<file path="config.mk">
export PLATFORM = sky130hd
export DESIGN_NAME = i2c_controller_multibyte_flat
export DESIGN_NICKNAME = d
export VERILOG_FILES = /design/src/rtl/i2c_controller_multibyte_if.sv /design/src/rtl/i2c_controller_multibyte.sv /design/src/flat_wrapper.sv
export SDC_FILE = /design/constraint.sdc
export NUM_CORES = 1
export LEC_CHECK = 0
export CAP_MARGIN = 10
export CORE_ASPECT_RATIO = 1.4
export CORE_MARGIN = 2
export CORE_UTILIZATION = 37
export DETAILED_ROUTE_END_ITERATION = 12
export GPL_TIMING_DRIVEN = 1
export MAX_ROUTING_LAYER = met4
export PLACE_DENSITY = 0.6
export SLEW_MARGIN = 0
export SYNTH_ARGS = -nofsm -noshare
export SYNTH_HDL_FRONTEND = slang
export SYNTH_SLANG_ARGS = --single-unit
</file>
<file path="constraint.sdc">
create_clock -name clock -period 3.4 [get_ports clock]
set_clock_uncertainty 0.15 [all_clocks]
set_input_delay 0.51 -clock clock [delete_from_list [all_inputs] [get_ports clock]]
set_output_delay 0.51 -clock clock [all_outputs]
set_load 0.005 [all_outputs]
</file>
<file path="src/rtl/i2c_controller_multibyte_if.sv">
// Host/datapath bundle for the multi-byte I2C controller.
// master = controller side, slave = host + shift-register datapath side.
interface i2c_controller_multibyte_if #(
   parameter int BCW = 3
);
   logic           Go;
   logic           ClockI2C;
   logic           RW;
   logic [BCW-1:0] NumBytes;
   logic           SDAIn;
   logic           WriteLoad;
   logic           ReadorWrite;
   logic           ShiftorHold;
   logic           Select;
   logic           BaudEnable;
   logic           StartStopAck;
   logic           ByteDone;
   logic           Busy;
   logic           AckError;

   modport master (
      input  Go, ClockI2C, RW, NumBytes, SDAIn,
      output WriteLoad, ReadorWrite, ShiftorHold,
      output Select, BaudEnable, StartStopAck,
      output ByteDone, Busy, AckError
   );

   modport slave (
      output Go, ClockI2C, RW, NumBytes, SDAIn,
      input  WriteLoad, ReadorWrite, ShiftorHold,
      input  Select, BaudEnable, StartStopAck,
      input  ByteDone, Busy, AckError
   );
endinterface

</file>
<file path="src/rtl/i2c_controller_multibyte.sv">
// I2C master control FSM: multi-byte read/write bursts with
// slave-ACK abort and master ACK/NACK, paced by ClockI2C edges.
module i2c_controller_multibyte #(
   parameter int DATA_WIDTH = 8,
   parameter int BCW        = 3,
   parameter int DIVIDER    = 16
) (
   input logic clock,
   input logic Reset,
   i2c_controller_multibyte_if.master bus
);

   localparam int DCW = $clog2(DATA_WIDTH + 1);
   localparam int TCW = $clog2(DIVIDER + 1);

   typedef enum logic [2:0] {
      IDLE     = 3'd0,
      START    = 3'd1,
      LOAD     = 3'd2,
      TRANSMIT = 3'd3,
      ACK      = 3'd4,
      STOP     = 3'd5,
      WAIT     = 3'd6
   } state_t;

   state_t         state_q, state_d;
   logic [DCW-1:0] dc_q, dc_d;
   logic [BCW-1:0] bc_q, bc_d;
   logic [TCW-1:0] tc_q, tc_d;
   logic           rw_q, rw_d;
   logic           ae_q, ae_d;
   logic           ssa_q, ssa_d;
   logic           scl1_q, scl2_q;

   logic pos, neg;
   logic wl, rdwr, sh, sel, baud, ssa_o, bdone;

   assign pos = scl1_q & ~scl2_q;
   assign neg = ~scl1_q & scl2_q;

   always_ff @(posedge clock) begin
      if (Reset) begin
         state_q <= IDLE;
         dc_q    <= '0;
         bc_q    <= '0;
         tc_q    <= '0;
         rw_q    <= 1'b0;
         ae_q    <= 1'b0;
         ssa_q   <= 1'b1;
         scl1_q  <= 1'b0;
         scl2_q  <= 1'b0;
      end else begin
         state_q <= state_d;
         dc_q    <= dc_d;
         bc_q    <= bc_d;
         tc_q    <= tc_d;
         rw_q    <= rw_d;
         ae_q    <= ae_d;
         ssa_q   <= ssa_d;
         scl1_q  <= bus.ClockI2C;
         scl2_q  <= scl1_q;
      end
   end

   always_comb begin
      state_d = state_q;
      dc_d    = dc_q;
      bc_d    = bc_q;
      tc_d    = '0;
      rw_d    = rw_q;
      ae_d    = ae_q;
      ssa_d   = 1'b1;
      wl      = 1'b0;
      rdwr    = 1'b0;
      sh      = 1'b0;
      sel     = 1'b1;
      baud    = 1'b1;
      ssa_o   = 1'b1;
      bdone   = 1'b0;
      unique case (state_q)
         IDLE: begin
            baud = 1'b0;
            if (bus.Go) begin
               rw_d    = bus.RW;
               bc_d    = (bus.NumBytes == '0) ? BCW'(1)
                                              : bus.NumBytes;
               ae_d    = 1'b0;
               state_d = START;
            end
         end
         START: begin
            // SDA falls while SCL is high, then wait for SCL low
            ssa_d = ssa_q;
            ssa_o = ssa_q;
            if (pos) begin
               ssa_d = 1'b0;
            end else if (neg && !ssa_q) begin
               state_d = LOAD;
            end
         end
         LOAD: begin
            ssa_o   = 1'b0;
            wl      = ~rw_q;
            dc_d    = DCW'(DATA_WIDTH);
            state_d = TRANSMIT;
         end
         TRANSMIT: begin
            rdwr  = rw_q;
            sel   = rw_q;
            ssa_o = rw_q;
            sh    = rw_q ? pos : neg;
            if (neg) begin
               dc_d = dc_q - DCW'(1);
               if (dc_q == DCW'(1)) begin
                  state_d = ACK;
               end
            end
         end
         ACK: begin
            // reads: ACK every byte but the last, which is NACKed
            rdwr  = ~rw_q;
            ssa_o = rw_q ? (bc_q <= BCW'(1)) : 1'b1;
            if (pos && !rw_q && bus.SDAIn) begin
               ae_d = 1'b1;
            end
            if (neg) begin
               bdone = 1'b1;
               bc_d  = bc_q - BCW'(1);
               if (ae_q || bc_q == BCW'(1)) begin
                  state_d = STOP;
               end else begin
                  state_d = LOAD;
               end
            end
         end
         STOP: begin
            ssa_o = 1'b0;
            if (pos) begin
               state_d = WAIT;
            end
         end
         WAIT: begin
            baud = 1'b0;
            tc_d = tc_q + TCW'(1);
            if (tc_q == TCW'(DIVIDER - 1)) begin
               state_d = IDLE;
            end
         end
         default: begin
            state_d = IDLE;
         end
      endcase
   end

   assign bus.WriteLoad    = wl;
   assign bus.ReadorWrite  = rdwr;
   assign bus.ShiftorHold  = sh;
   assign bus.Select       = sel;
   assign bus.BaudEnable   = baud;
   assign bus.StartStopAck = ssa_o;
   assign bus.ByteDone     = bdone;
   assign bus.Busy         = (state_q != IDLE);
   assign bus.AckError     = ae_q;

endmodule

</file>
<file path="src/flat_wrapper.sv">
// flat-port wrapper written by rule: the top's interface ports become plain ports
module i2c_controller_multibyte_flat 
#(
   parameter int DATA_WIDTH = 8,
   parameter int BCW        = 3,
   parameter int DIVIDER    = 16
)
  (clock, Reset, bus_Go, bus_ClockI2C, bus_RW, bus_NumBytes, bus_SDAIn, bus_WriteLoad, bus_ReadorWrite, bus_ShiftorHold, bus_Select, bus_BaudEnable, bus_StartStopAck, bus_ByteDone, bus_Busy, bus_AckError);
  i2c_controller_multibyte_if #(.BCW(BCW)) bus_i ();
  input logic clock;
  input logic Reset;
  input wire logic [$bits(bus_i.Go)-1:0] bus_Go;
  input wire logic [$bits(bus_i.ClockI2C)-1:0] bus_ClockI2C;
  input wire logic [$bits(bus_i.RW)-1:0] bus_RW;
  input wire logic [$bits(bus_i.NumBytes)-1:0] bus_NumBytes;
  input wire logic [$bits(bus_i.SDAIn)-1:0] bus_SDAIn;
  output wire logic [$bits(bus_i.WriteLoad)-1:0] bus_WriteLoad;
  output wire logic [$bits(bus_i.ReadorWrite)-1:0] bus_ReadorWrite;
  output wire logic [$bits(bus_i.ShiftorHold)-1:0] bus_ShiftorHold;
  output wire logic [$bits(bus_i.Select)-1:0] bus_Select;
  output wire logic [$bits(bus_i.BaudEnable)-1:0] bus_BaudEnable;
  output wire logic [$bits(bus_i.StartStopAck)-1:0] bus_StartStopAck;
  output wire logic [$bits(bus_i.ByteDone)-1:0] bus_ByteDone;
  output wire logic [$bits(bus_i.Busy)-1:0] bus_Busy;
  output wire logic [$bits(bus_i.AckError)-1:0] bus_AckError;
  assign bus_i.Go = bus_Go;
  assign bus_i.ClockI2C = bus_ClockI2C;
  assign bus_i.RW = bus_RW;
  assign bus_i.NumBytes = bus_NumBytes;
  assign bus_i.SDAIn = bus_SDAIn;
  assign bus_WriteLoad = bus_i.WriteLoad;
  assign bus_ReadorWrite = bus_i.ReadorWrite;
  assign bus_ShiftorHold = bus_i.ShiftorHold;
  assign bus_Select = bus_i.Select;
  assign bus_BaudEnable = bus_i.BaudEnable;
  assign bus_StartStopAck = bus_i.StartStopAck;
  assign bus_ByteDone = bus_i.ByteDone;
  assign bus_Busy = bus_i.Busy;
  assign bus_AckError = bus_i.AckError;
  i2c_controller_multibyte #(.DATA_WIDTH(DATA_WIDTH), .BCW(BCW), .DIVIDER(DIVIDER)) u_core (.clock(clock), .Reset(Reset), .bus(bus_i));
endmodule
</file>
==> results of run 1 <==
==> cell type report <==
class | count | area share, %
Clock buffer | 4 | 3.79
Sequential cell | 20 | 27.6
Tap cell | 39 | 3.36
Multi-Input combinational cell | 114 | 50.7
Timing Repair Buffer | 18 | 12.2
Inverter | 9 | 2.33
==> power by group through the flow <==
stage,clock (uW),combinational [uW],sequential (uW)
finish,184,277,321
global route,196,304,328
CTS,187,278,318
detailed placement,0,277,324
global placement,0,274,323
floorplan,0,232,283
==> worst max-delay path by stage <==
stage | startpoint | end | cells past startpoint
detailed placement | u_core.state_q[0]$_SDFFE_PP0P_ | bus_ReadorWrite | 5
global route | u_core.state_q[0]$_SDFFE_PP0P_ | bus_ReadorWrite | 5
CTS | u_core.state_q[0]$_SDFFE_PP0P_ | bus_ReadorWrite | 5
finish | u_core.state_q[0]$_SDFFE_PP0P_ | bus_ReadorWrite | 5
global placement | u_core.state_q[0]$_SDFFE_PP0P_ | bus_ReadorWrite | 5
floorplan | u_core.tc_q[0]$_SDFF_PP0_ | u_core.state_q[0]$_SDFFE_PP0P_ | 7
==> state kept, by name, indices dropped and copies added, names as in the netlist <==
register and cells:
u_core.dc_q 4, u_core.bus.AckError 1, u_core.scl1_q 1, u_core.ssa_q 1
u_core.bc_q 3, u_core.rw_q 1, u_core.state_q 3, u_core.tc_q 5
u_core.scl2_q 1
==> metrics by stage <==
step | hold slack [ns] | std cells | power, uW
after floorplan | 0.268 | 153 | 516
after global placement | 0.280 | 200 | 597
after detailed placement | 0.290 | 200 | 600
after CTS | 0.307 | 204 | 784
after global routing | 0.350 | 204 | 828
final | 0.305 | 204 | 782
==> cell usage after synthesis (2+ instances only) <==
| master | number |
|---|---|
| dfxtp_1 | 20 |
| nor2_1 | 20 |
| a21oi_1 | 12 |
| nand2_1 | 9 |
| inv_1 | 8 |
| nor2b_1 | 8 |
| nand2b_1 | 7 |
| ha_1 | 6 |
| o21ai_1 | 5 |
| clkbuf_1 | 4 |
| o31ai_1 | 4 |
| buf_2 | 3 |
| buf_6 | 3 |
| nand3_1 | 3 |
| nor3_1 | 3 |
| a211oi_1 | 2 |
| a31oi_1 | 2 |
| mux2i_1 | 2 |
| o21ai_0 | 2 |
==> layer usage <==
| layer | up-vias | track usage, % |
|---|---|---|
| met5 | - | - |
| met4 | 0 | 4.56 |
| met3 | 2 | 2.06 |
| met2 | 37 | 29.3 |
| met1 | 533 | 18.1 |
| li1 | 562 | - |
==> placed cells by master, fill, tap and decap left out, types with 2 or more instances in the layout <==
cell type	instances
nor2_1	20
dfxtp_1	20
clkdlybuf4s50_1	17
a21oi_1	12
nand2_1	9
inv_1	8
nor2b_1	8
nand2b_1	7
ha_1	6
o21ai_1	5
o31ai_1	4
clkbuf_8	4
nand3_1	3
nor3_1	3
o21ai_0	2
mux2i_1	2
a211oi_1	2
a31oi_1	2
==> kinds of logic after synthesis <==
logic type,share of synthesized area (%)
simple gates,27.8
compound gates,22.8
flops,32.4
buf+inv,7.90
fa+ha+maj,6.08
xor+xnor,1.42
mux,1.62
==> worst max-delay path, cell delays in order, from the launching register on <==
cell	delay [ns]
dfxtp_1	0.71
inv_1	0.27
nor2_1	0.26
nand2_1	0.08
o21ai_1	0.08
clkdlybuf4s50_1	0.51
==> impl_results.md, run 1 <==
- Worst-margin pin slew: slightly above 0.6 ns
- Placer Congestion: between 0.8 and 0.9
- Slew Viols, Final: 0
- Post-route cell area: 1450 um^2
- Hold depth: 1
- Wire length on met2: about 1400 um
- Horiz. Die Dim: approximately 53 um
- Initial Utilization: around two fifths
- Crit path arrival time: between 2 and 2.5 ns
- Clock Path Buffers: 2
- HPWL Detailed: 2060 um
- Vias/cell: ~5.6
- Post-synth ARST share: 0%
- Period utilization: between 80 and 90%
- R2r endpoint: u_core.state_q[0]$_SDFFE_PP0P_
- Startpoint Class: flop
- Clk sink count: 20
- Antenna cells: 0
- DRT Pass-1 Iters: 4
- Global-route wire length before repair: about 4700 um
- Area grow syn2layout: 17.6%
- Grt ovf: 0
- Cell Int Power: approximately 510 uW
- Antenna violations before repair: 0
- Sw power: 272 uW
- Pwr Density: 538 nW/um^2
- Warning count from the yosys run: 0
- Largest net degree at the start of global routing: 21
- IO Count: 18
- Nets@finish: roughly 180
- Max-cap check violation count: 0
- R2R setup slack: roughly 1.4 ns
- Layout cells sized above 1: between 7 and 8%
- Cell count after synthesis: approximately 150
- Hold Path Origin: u_core.tc_q[0]$_SDFF_PP0_
- Routed WL: approximately 2800 um
- M1 WL: approximately 1200 um
- Hold Crit Endpoint: u_core.tc_q[0]$_SDFF_PP0_
- Min Tclk post-route: between 2 and 3 ns
- CTS tree: built
- Hold WC Path Type: flop to flop
- Post-synth EDFFs: 0
- Register bit total from synthesis: 20
- Critical Path RT: 2.74 ns
- Synth top area share: around a third
- RSZ-0062 raised after global routing: no
- Switching share of total power: 34.8%
- CTS clock-pin slew for the worst setup and hold paths: approximately 0.080 ns
- Fmax: around 0.35 GHz
- Post-route setup TNS: 0 ns
- Run status: finished, final reports clean
- CTS root buf: clkbuf_8
- # resized after CTS: 0
- Slew headroom: 59.3%
- CP Class: flop to output port
- P_leak: around 0.00053 uW
- Worst skew pair latency: about 0.26 ns
- R2R Path Start: u_core.state_q[0]$_SDFFE_PP0P_
- CORE AREA: roughly 3200 um^2
- Post-DP Area: about 1400 um^2
- Crit. End Element: output port
- Register area: 400 um^2
- Mapped cell area: 1230 um^2
- Syn avg cell area: ~8.1 um^2
- Syn Nets: roughly 170
- Num CTS Buffers: 3
- PnR worst setup slack: 0.573 ns
- Largest area contributor in the netlist: dfxtp_1
- Final ANT Viol Nets: 0
- GRT Total Usage: ~16%
- CTS H-tree depth: 1
- Worst slack, placed: slightly above 0.9 ns
- Die area: around 3800 um^2
- Synth area leaders: dfxtp_1, ha_1, nor2_1
- Die H: between 70 and 80 um
- Reg power frac: roughly two fifths
- Fin. Hold Viols: 0
- WL met3: between 100 and 150 um
- Ys flop type: dfxtp_1
- Crit Path Max Fanout: 20
- Uppermost layer routed: met4
- Area occupied by multi-input gates: between 700 and 800 um^2
- # rows: 24
- Cell variety after synth: 49
- Clock share of power: about a quarter
- Sequential area share after synthesis: about 32%
- Post-CTS setup buffer count: 0
- Filler cell count: 323
- Initial detailed-routing violation count: 43
- Vias post-DR: around 1100
- Buffers on Ports: 17
- Number of global-route vias before repair: 1135
- Peak supply drop: between 200 and 300 uV
- Logic pwr share: around 35%
- WL per Instance: approximately 14 um
- Final setup viols: 0
- Cts hold-fix bufs: 0
- Util after Layout: approximately 46%
- Worst R2R Path Depth: 4
- Post-route DRC: 0
Note: power is estimated with default switching activity, not from simulation.
==> run 2: changes to the inputs <==
- clock period: 3.4 -> 2.7 ns (I/O delays scaled with it)
==> impl_results.md, run 2 (synthesis gave the netlist of run 1 again) <==
- Run status: finished, final reports clean
- RSZ-0062 raised after global routing: no
- Worst slack, placed: roughly 0.44 ns
- Total power: roughly 970 uW
- Largest registers: u_core.tc_q: 5 flops, u_core.dc_q: 4 flops
- Crit path to: bus_ReadorWrite
- Initial detailed-routing violation count: 39
- R2r endpoint: u_core.state_q[0]$_SDFFE_PP0P_
- Clock Path Buffers: 2
- IO Count: 18
- Commonest non-fill, non-tap cells in the layout: nor2_1, dfxtp_1, clkdlybuf4s50_1
- Placer Congestion: slightly below 0.8
- CTS clock-pin slew for the worst setup and hold paths: around 0.070 ns
- Grt ovf: 0
- Pwr Density: 665 nW/um^2
- Antenna cells: 0
- P_leak: roughly 0.00054 uW
- Largest net degree at the start of global routing: 17
- HPWL Detailed: around 2100 um
- DRT Pass-1 Iters: 4
- Worst-margin pin slew: about 0.40 ns
- Nets@finish: between 150 and 200
- Final ANT Viol Nets: 0
- Clk sink count: 20
- Crit Path Max Fanout: 14
- Worst skew pair latency: 0.26 ns
- Vias/cell: around 5.4
- Worst Setup SP: u_core.state_q[2]$_SDFFE_PP0P_
- Buffers on Ports: 17
- Routed WL: roughly 2900 um
- Post-route setup TNS: 0 ns
- CTS root buf: clkbuf_8
- WL per Instance: between 10 and 15 um
- Post-CTS setup buffer count: 0
- Final setup viols: 0
- Slew headroom: between 70% and 80%
- Post-route cell area: 1460 um^2
- Peak supply drop: between 300 and 400 uV
- GRT Total Usage: approximately 17%
- Area grow syn2layout: 18.3%
- Die H: roughly 72 um
- Post-DP Area: between 1000 and 1500 um^2
- Vias post-DR: 1112
- Slew Viols, Final: 0
- Max-cap check violation count: 0
- Num CTS Buffers: 3
- Horiz. Die Dim: between 50 and 60 um
- Crit path largest cell delay: 0.56 ns
- Fin. Hold Viols: 0
- Post-route DRC: 0
- Die area: roughly 3800 um^2
- Largest register by flop count: u_core.tc_q
- Cts hold-fix bufs: 0
- Max stage delay cell, worst path: dfxtp_1
- CTS tree: built
- Antenna violations before repair: 0
- Fmax: 0.390 GHz
- Number of global-route vias before repair: roughly 1100
- R2R setup slack: slightly below 0.7 ns
- PnR worst setup slack: roughly 0.13 ns
- Period utilization: 95.1%
- Critical-path cell list: or3b_4 -> o21ai_1 -> clkdlybuf4s50_1
- Crit. End Element: output port
- Max reg flops: 5
- Layout cells sized above 1: under 10%
- Crit path arrival time: about 2 ns
- CORE AREA: 3150 um^2
- Min Tclk post-route: roughly 2.6 ns
- # rows: 24
- # resized after CTS: 0
- CP Class: flop to output port
- Initial Utilization: between 30% and 40%
- Global-route wire length before repair: 4840 um
- R2R Path Start: u_core.tc_q[0]$_SDFF_PP0_
- Hold WC Path Type: flop to flop
- Startpoint Class: flop
- CTS H-tree depth: 1
- Worst R2R Path Depth: 7
- Critical Path RT: approximately 2.1 ns
-- run 2: cell types whose count changed in the layout (fill, tap and decap cells not counted), sizes merged --
cell	before	now
buf	1	4
clkbuf	4	3
-- run 2: cell type report --
class	instances	area, um^2
clock buffers	3	41.3
fillers	319	1690
inverters	9	33.8
multi-input cells	114	737
flip-flops and latches	20	400
well taps	39	48.8
repair buffers	21	200
-- run 2: worst max-delay path, delay by kind of cell, from the launching register on --
| family | cells | cell delay, ns |
|---|---|---|
| and+or+nand+nor | 1 | 0.52 |
| buffers and inverters | 1 | 0.51 |
| DFF | 1 | 0.56 |
| AOI/OAI and AO/OA | 1 | 0.16 |
-- run 2: metal layers --
metal	GRT usage (%)	up-vias	share of wire [%]
li1	-	563	-
met1	20.4	508	44
met2	28.5	36	49
met3	2.47	5	4.8
met4	8.26	0	2.0
met5	-	-	0
-- run 2: worst min-delay path by stage --
stage / from / to / slack, ns / cells past startpoint
5_1_grt: u_core.tc_q[0]$_SDFF_PP0_ / u_core.tc_q[0]$_SDFF_PP0_ / 0.34 / 1
2_1_floorplan: u_core.tc_q[0]$_SDFF_PP0_ / u_core.tc_q[0]$_SDFF_PP0_ / 0.27 / 1
3_5_place_dp: u_core.tc_q[0]$_SDFF_PP0_ / u_core.tc_q[0]$_SDFF_PP0_ / 0.29 / 1
3_3_place_gp: u_core.tc_q[0]$_SDFF_PP0_ / u_core.tc_q[0]$_SDFF_PP0_ / 0.28 / 1
6_report: u_core.tc_q[0]$_SDFF_PP0_ / u_core.tc_q[0]$_SDFF_PP0_ / 0.30 / 1
4_1_cts: u_core.tc_q[0]$_SDFF_PP0_ / u_core.tc_q[0]$_SDFF_PP0_ / 0.30 / 1
-- run 2: through the flow --
step	hold WS, ns	std cells	util [%]
final	0.296	206	46.3
after CTS	0.302	206	46.3
after detailed placement	0.288	203	45.0
after floorplan	0.268	153	-
after global placement	0.281	203	45.0
after global routing	0.338	206	46.3
-- run 2: power breakdown --
group          total, uW  leakage (uW)  switching, uW  internal (uW)
clock                197     0.0000216           97.4           99.5
combinational        392      0.000351            193            199
sequential           382      0.000163           54.5            328
